<file path="config.mk">
export PLATFORM = sky130hd
export DESIGN_NAME = ml_ahb_resp_mux_master_1
export DESIGN_NICKNAME = d
export VERILOG_FILES = /design/src/rtl/ml_ahb_resp_mux_master_1.sv
export SDC_FILE = /design/constraint.sdc
export NUM_CORES = 1
export LEC_CHECK = 0
export ABC_CLOCK_PERIOD_IN_PS = 2300
export BUFFER_PORTS_ARGS = -buffer_cell sky130_fd_sc_hd__buf_2
export CAP_MARGIN = 20
export CORE_MARGIN = 4
export CORE_UTILIZATION = 36
export CTS_CLUSTER_DIAMETER = 60
export DETAILED_ROUTE_END_ITERATION = 10
export PLACE_DENSITY = 0.81
export SYNTH_ARGS = -nofsm -noshare
export SYNTH_HDL_FRONTEND = slang
export SYNTH_SLANG_ARGS = --single-unit
</file>
<file path="constraint.sdc">
create_clock -name hclk -period 2.3 [get_ports hclk]
set_clock_uncertainty 0.1 [all_clocks]
set_input_delay 0.345 -clock hclk [delete_from_list [all_inputs] [get_ports hclk]]
set_output_delay 0.345 -clock hclk [all_outputs]
set_load 0.1 [all_outputs]
</file>
<file path="src/rtl/ml_ahb_resp_mux_master_1.sv">
// AHB data-phase response mux for master 1 with embedded default slave.
// The decoder's address-phase select is captured while HREADY is high, and the
// selected slave's HRDATA/HREADY/HRESP are routed back in the data phase.
// Unmapped NONSEQ/SEQ accesses receive a two-cycle ERROR from the default slave.
// Completed default-slave errors are counted in a saturating debug counter.
`timescale 1ns/1ps

// Per-slave lane: passes the slave's response fields only when that slave owns
// the data phase, so the lanes can simply be OR-combined.
module ml_ahb_resp_lane #(
  parameter int DATA_WIDTH = 32
) (
  input  logic                  sel,
  input  logic [DATA_WIDTH-1:0] s_hrdata,
  input  logic                  s_hready,
  input  logic [1:0]            s_hresp,
  output logic [DATA_WIDTH-1:0] l_hrdata,
  output logic                  l_hready,
  output logic [1:0]            l_hresp
);
  // Gate every field with the lane select.
  always_comb begin
    l_hrdata = sel ? s_hrdata : '0;
    l_hready = sel & s_hready;
    l_hresp  = sel ? s_hresp : 2'b00;
  end
endmodule

module ml_ahb_resp_mux_master_1 #(
  parameter int NUM_SLAVES    = 2,
  parameter int DATA_WIDTH    = 32,
  parameter int ERR_CNT_WIDTH = 8
) (
  input  logic                             hclk,
  input  logic                             hresetn,
  input  logic [NUM_SLAVES-1:0]            hsel,
  input  logic                             hsel_default,
  input  logic [1:0]                       htrans,
  input  logic [NUM_SLAVES*DATA_WIDTH-1:0] s_hrdata,
  input  logic [NUM_SLAVES-1:0]            s_hready,
  input  logic [2*NUM_SLAVES-1:0]          s_hresp,
  output logic [DATA_WIDTH-1:0]            hrdata,
  output logic                             hready,
  output logic [1:0]                       hresp,
  input  logic                             err_clr,
  output logic [ERR_CNT_WIDTH-1:0]         err_count
);

  typedef enum logic [1:0] {ST_IDLE, ST_ERR1, ST_ERR2} dflt_state_t;

  dflt_state_t state, state_nxt;

  logic [NUM_SLAVES-1:0] sel_slave;   // data-phase owner among the real slaves
  logic                  sel_def;     // data-phase owner is the default slave
  logic [NUM_SLAVES-1:0] sel_low;     // lowest set bit of hsel
  logic                  any_hsel;
  logic                  xfer_active; // NONSEQ or SEQ
  logic                  dflt_go;     // qualifying default access sampled this edge
  logic                  dflt_ready;
  logic [1:0]            dflt_resp;

  logic [NUM_SLAVES-1:0][DATA_WIDTH-1:0] lane_rdata;
  logic [NUM_SLAVES-1:0]                 lane_ready;
  logic [NUM_SLAVES-1:0][1:0]            lane_resp;
  logic [DATA_WIDTH-1:0]                 mux_rdata;
  logic                                  mux_ready;
  logic [1:0]                            mux_resp;

  // Overlapping selects resolve to the lowest index; scanning downward lets the
  // lowest set bit be the last assignment.
  always_comb begin
    sel_low = '0;
    for (int i = NUM_SLAVES - 1; i >= 0; i--) begin
      if (hsel[i]) begin
        sel_low    = '0;
        sel_low[i] = 1'b1;
      end
    end
  end

  assign any_hsel    = |hsel;
  assign xfer_active = (htrans == 2'b10) || (htrans == 2'b11);
  assign dflt_go     = hready & hsel_default & ~any_hsel & xfer_active;

  // Address-phase capture; held through wait states.
  always_ff @(posedge hclk or negedge hresetn) begin
    if (!hresetn) begin
      sel_slave <= '0;
      sel_def   <= 1'b0;
    end else if (hready) begin
      sel_slave <= sel_low;
      sel_def   <= ~any_hsel & hsel_default;
    end
  end

  // Default-slave state register.
  always_ff @(posedge hclk or negedge hresetn) begin
    if (!hresetn) state <= ST_IDLE;
    else          state <= state_nxt;
  end

  // Default-slave next state and response: ERR1 stalls, ERR2 completes the ERROR.
  always_comb begin
    state_nxt  = state;
    dflt_ready = 1'b1;
    dflt_resp  = 2'b00;
    case (state)
      ST_IDLE: if (dflt_go) state_nxt = ST_ERR1;
      ST_ERR1: begin
        dflt_ready = 1'b0;
        dflt_resp  = 2'b01;
        state_nxt  = ST_ERR2;
      end
      ST_ERR2: begin
        dflt_resp = 2'b01;
        state_nxt = dflt_go ? ST_ERR1 : ST_IDLE;
      end
      default: state_nxt = ST_IDLE;
    endcase
  end

  // One masking lane per real slave.
  for (genvar g = 0; g < NUM_SLAVES; g++) begin : g_lane
    ml_ahb_resp_lane #(.DATA_WIDTH(DATA_WIDTH)) u_lane (
      .sel      (sel_slave[g]),
      .s_hrdata (s_hrdata[g*DATA_WIDTH +: DATA_WIDTH]),
      .s_hready (s_hready[g]),
      .s_hresp  (s_hresp[2*g +: 2]),
      .l_hrdata (lane_rdata[g]),
      .l_hready (lane_ready[g]),
      .l_hresp  (lane_resp[g])
    );
  end

  // OR-combine the masked lanes; at most one is selected.
  always_comb begin
    mux_rdata = '0;
    mux_resp  = 2'b00;
    for (int i = 0; i < NUM_SLAVES; i++) begin
      mux_rdata = mux_rdata | lane_rdata[i];
      mux_resp  = mux_resp  | lane_resp[i];
    end
    mux_ready = |lane_ready;
  end

  // Final response: default slave, a real slave, or an idle OKAY.
  always_comb begin
    hrdata = '0;
    hready = 1'b1;
    hresp  = 2'b00;
    if (sel_def) begin
      hready = dflt_ready;
      hresp  = dflt_resp;
    end else if (|sel_slave) begin
      hrdata = mux_rdata;
      hready = mux_ready;
      hresp  = mux_resp;
    end
  end

  // Count completed default-slave errors; clear wins over increment.
  always_ff @(posedge hclk or negedge hresetn) begin
    if (!hresetn)                           err_count <= '0;
    else if (err_clr)                       err_count <= '0;
    else if (state == ST_ERR2 && !(&err_count)) err_count <= err_count + 1'b1;
  end

endmodule

</file>
### Yosys cells after proc, flatten, opt, wreduce, memory -nomap -nowiden

Cells that the tools add are included.

* input bits: 78
* register bits: 13
* output and inout bits: 43

* bitwise operators: 9
* muxes and demuxes: 19
* add/sub/neg operators: 1
* reductions and logical operators: 10
* equal/unequal tests: 5

Operators by type and width (count)
* $mux 32: 4
* $or 32x32->32: 1
* $mux 8: 2
* $mux 2: 7
* $add 8x1->8 const B: 1
* $reduce_and 8->1: 1
* $reduce_or 2->1: 4
* $and 1x1->1: 6
* $eq 2x2->1 const B: 3
* $pmux 2 s3: 1
* $mux 1: 5
* $eq 2x1->1 const B: 1
* $logic_not 2->1: 1
* $ne 2x2->1 const B: 1
* $or 2x2->2: 1
* $reduce_bool 2->1: 1
* $logic_and 1x1->1: 1
* $logic_not 1->1: 1
* $logic_or 1x1->1: 1
* $not 1->1: 1

### Longest topological paths before layout

* word-level depth: 9
* mapped depth: 6
* depth with buffers taken out: 6

### Modules after synthesis

Synthesis repeated with hierarchy kept, for this count alone.

* cell total of the unflattened synthesis: 219
* area, all modules: 1565.3 um2

By module, submodules not included
* ml_ahb_resp_mux_master_1: times used 1, sequential area each 325.3 um2, cells each 143, area each 1009.7 um2
* ml_ahb_resp_lane: times used 2, sequential area each 0.0 um2, cells each 38, area each 277.8 um2

### Worst setup path after synthesis

Ideal clock, no wire load.

* path kind: register -> output
* start point: reg sel_def
* end point: out hresp[0]
* cell stages (with the launch flop): 3
* arrival: 2.688 ns
* data required time: 1.855 ns
* setup slack: -0.833 ns
* cell sequence: dfrtp_1 > buf_2 > o21ai_0

* longest elaborated chain between the ends: 1

RTL lines
* start, declared: line 54 `logic sel_def;`
* start signal, assigned: line 92 `sel_def <= ~any_hsel & hsel_default;`
* $mux 2: line 151 `if (sel_def) begin`
* end, declared: line 44 `output logic [1:0] hresp,`

No other way between the ends.

### Final worst setup path

* start point: reg sel_slave[0]
* end point: out hrdata[17]

* longest elaborated chain between the ends: 4
* elaborated cells on any way between the ends: 5
* classes of those cells: 3 x mux; 1 x bitwise; 1 x reduce/logical

RTL lines
* start, declared: line 53 `logic [NUM_SLAVES-1:0] sel_slave;`
* start signal, assigned: line 91 `sel_slave <= sel_low;`
* $mux 32: line 23 `l_hrdata = sel ? s_hrdata : '0;`
* $or 32x32->32: line 140 `mux_rdata = mux_rdata | lane_rdata[i];`
* $mux 32 *: line 154 `end else if (|sel_slave) begin`
* $mux 32 *: line 151
* end, declared: line 42 `output logic [DATA_WIDTH-1:0] hrdata,`

Every way passes the cells marked *; elsewhere a longest branch is shown, timed or not.

==> results.toml <==
[outcome]
status = "completed"

[sta]
postLayoutSetupSlackWorst_ns = 0.246
drv_slew = 0
finalSetupViolCount = 0
max_clock_freq_mhz = 487
slew_headroom = 0.667
finalCritPeriodShare = 0.893
grt_setup_unrepaired = "false"
hold_viol_final = 0
setup-tns-final_ns = 0
tightestPinTransition_ns = 0.503
min_period_ns = 2.05

[synth]
netlist_instances = 153
avgSynthCellArea_um2 = 7.85
ys.warnings.count = 0
ys_ff_latch = 13
synth-simple-area-share = 0.234
synthMuxAreaShare = 0.0448
synth_compound_area_frac = 0.327
synthXorXnorAreaFrac = 0.00729
yosys.area_share.adder = 0.0521
yosysSeqAreaShare = 0.271
syn_area_um2 = 1200
synth_fp_nets = 236
ys_types = 38
synth_top_family_by_area = "compound AO/OA/AOI/OAI gates"

[die]
fp.dieW_um = 65.8
start_util = 0.384
die_h_um = 65.8
core.rowCount = 20
fp.coreArea_um2 = 3130
die_area_um2 = 4320
ios = 121

[place]
dp_cells = 309
port_buffers = 119
dp_slack_ns = 0.364
dp_hpwl_mm = 4.30
routabilityCongestion = 0.781

[finish]
diodes = 0
fill_cells = 182
area_growth_pct = 104
fin_nets = 354
fin_cells = 314
drive_above_1_share = 0.574
utilization = 0.782

[drt]
ant_nets = 0
via_per_inst = 5.16
drc = 0
drt-total-wl_mm = 5.05
wl_per_cell_um = 16.1
drtIter0Drc = 132
num_vias = 1621
first_pass_iters = 4

[global_routing]
grt_max_degree = 25
antenna_found_initial = 0
grt_pass1_wl_mm = 7.31
grt_util_all_layers = 0.218
grt_overflow = 0
grt_pass1_vias = 1499

[hold_path]
hold_class = "input port to flip-flop"
worstHoldPathCells = 2

[critical_path]
crit_fanout = 17
critPathMaxStageDelay_ns = 0.55
worstSetupEndpointType = "output port"
startpoint_type = "flip-flop"
regToRegSetupSlack_ns = 0.56
crit_type = "flip-flop to output port"
crit_path_cell_trace = "buf_4 > a22oi_1 > nor2_1 > buf_12"
required_ns = 1.86
arrival_ns = 1.61
reg2reg_depth = 6
slowest_stage = "dfrtp_2"

[cts]
cts_sinks = 13
cts_buffers = 3
cts_tree = "done"
cts_max_path_buffers = 2
clk_pin_slew_ns = 0.07
clock_latency_ns = 0.27
htreeDepth = 1
root_buffer = "clkbuf_4"

[flow_run]
drv_cap = 0
[logic make-up (layout without fill, tap and decap cells)]
logic type,Yosys count,count (layout)
AO/OA/AOI/OAI,50,50
buffers and inverters,17,134
flip-flops,13,13
adder cells (fa/ha/maj),5,5
multiplexers,5,5
AND/OR/NAND/NOR,62,62
XOR/XNOR,1,1
[cells in the mapped netlist, drive strengths merged]
| cell | number | area share |
|---|---|---|
| dfrtp | 13 | 0.27 |
| and3 | 1 | 0.0052 |
| buf | 6 | 0.024 |
| nor3 | 7 | 0.039 |
| nor2b | 1 | 0.0052 |
| o211ai | 1 | 0.010 |
| a41oi | 1 | 0.0073 |
| a31oi | 1 | 0.0052 |
| nor2 | 40 | 0.12 |
| o31ai | 1 | 0.010 |
| o2111ai | 1 | 0.0073 |
| clkdlybuf4s25 | 1 | 0.0083 |
| a21o | 1 | 0.0063 |
| nor4b | 1 | 0.0073 |
| a21oi | 3 | 0.016 |
| mux2 | 3 | 0.028 |
| a311oi | 1 | 0.0073 |
| o21ai | 2 | 0.0083 |
| a21boi | 2 | 0.022 |
| xor2 | 1 | 0.0073 |
| nand2 | 7 | 0.022 |
| a32o | 1 | 0.0083 |
| nand4bb | 1 | 0.0094 |
| nand3 | 3 | 0.017 |
| nand4 | 1 | 0.0052 |
| a211oi | 1 | 0.0063 |
| ha | 5 | 0.052 |
| a22oi | 34 | 0.21 |
| mux2i | 2 | 0.017 |
| inv | 4 | 0.012 |
| clkbuf | 6 | 0.019 |
[sequential cells by signal, summed over array words and instances (netlist names)]
signal,cells
err_count,8
sel_def,1
sel_slave,2
state,2
[metrics by stage]
| stage | hold slack [ns] | cell area (µm²) |
|---|---|---|
| 6_report | 0.248 | 2440 |
| 5_1_grt | 0.246 | 2440 |
| 4_1_cts | 0.243 | 2440 |
| 3_5_place_dp | 0.140 | 2410 |
| 3_3_place_gp | 0.143 | 2410 |
| 2_1_floorplan | -0.0506 | 1250 |
[cells in the final DEF (no fill, tap or decap), types with 2 or more instances in the layout]
cell | synthesis | layout
dfrtp_1 | 13 | 11
nor3_1 | 6 | 6
buf_12 | 0 | 35
ha_1 | 5 | 5
buf_4 | 1 | 6
a22oi_1 | 34 | 34
nor2_2 | 0 | 18
mux2i_1 | 2 | 2
nor2_1 | 40 | 22
buf_2 | 2 | 84
clkbuf_4 | 0 | 3
inv_1 | 4 | 4
mux2_1 | 2 | 2
nand2_1 | 7 | 7
a21oi_1 | 2 | 2
nand3_1 | 2 | 2
dfrtp_2 | 0 | 2
[layer usage]
layer / routed length, µm / global-route usage / up-vias
met4: 102 / 0.0570 / 0
met2: 2640 / 0.392 / 80
met5: 0 / 0 / -
met1: 1930 / 0.259 / 734
li1: - / - / 799
met3: 380 / 0.0444 / 8
[critical path, delay by kind of cell, from the launching register on]
family                 cells  cell delay, ns
and+or+nand+nor            1            0.23
AOI/OAI and AO/OA          1            0.10
buffers and inverters      2            0.44
DFF                        1            0.55
[timing repair]
action                                  in CTS  in global routing
endpoints found under the setup margin       0                 14
gates resized for setup                      0                  2
hold buffers                                 1                  0
setup buffers                                0                  0
hold endpoints to repair                    13                  0
[area by class of cell]
cell class | count | area [µm²] | area share
clock buffers | 4 | 26.3 | 0.0107
multi-input cells | 123 | 845 | 0.345
inverters | 4 | 15.0 | 0.00614
repair buffers | 126 | 1180 | 0.481
well taps | 44 | 55.1 | 0.0225
flip-flops and latches | 13 | 328 | 0.134
[path summary, 6_finish.rpt]
path                                     startpoint                  endpoint
hold / removal                         hsel_default       sel_def$_DFFE_PN0N_
min in group asynchronous                   hresetn       sel_def$_DFFE_PN0N_
setup reg to reg               state[0]$_DFFE_PN0P_  err_count[7]$_DFFE_PN0P_
setup / recovery           sel_slave[0]$_DFFE_PN0N_                hrdata[17]
max in group asynchronous                   hresetn  sel_slave[1]$_DFFE_PN0N_
hold reg to reg                state[1]$_DFFE_PN0P_      state[1]$_DFFE_PN0P_
Power is not shown: default switching activity piles up to over one toggle a cycle in this logic, so the estimate is an artifact.
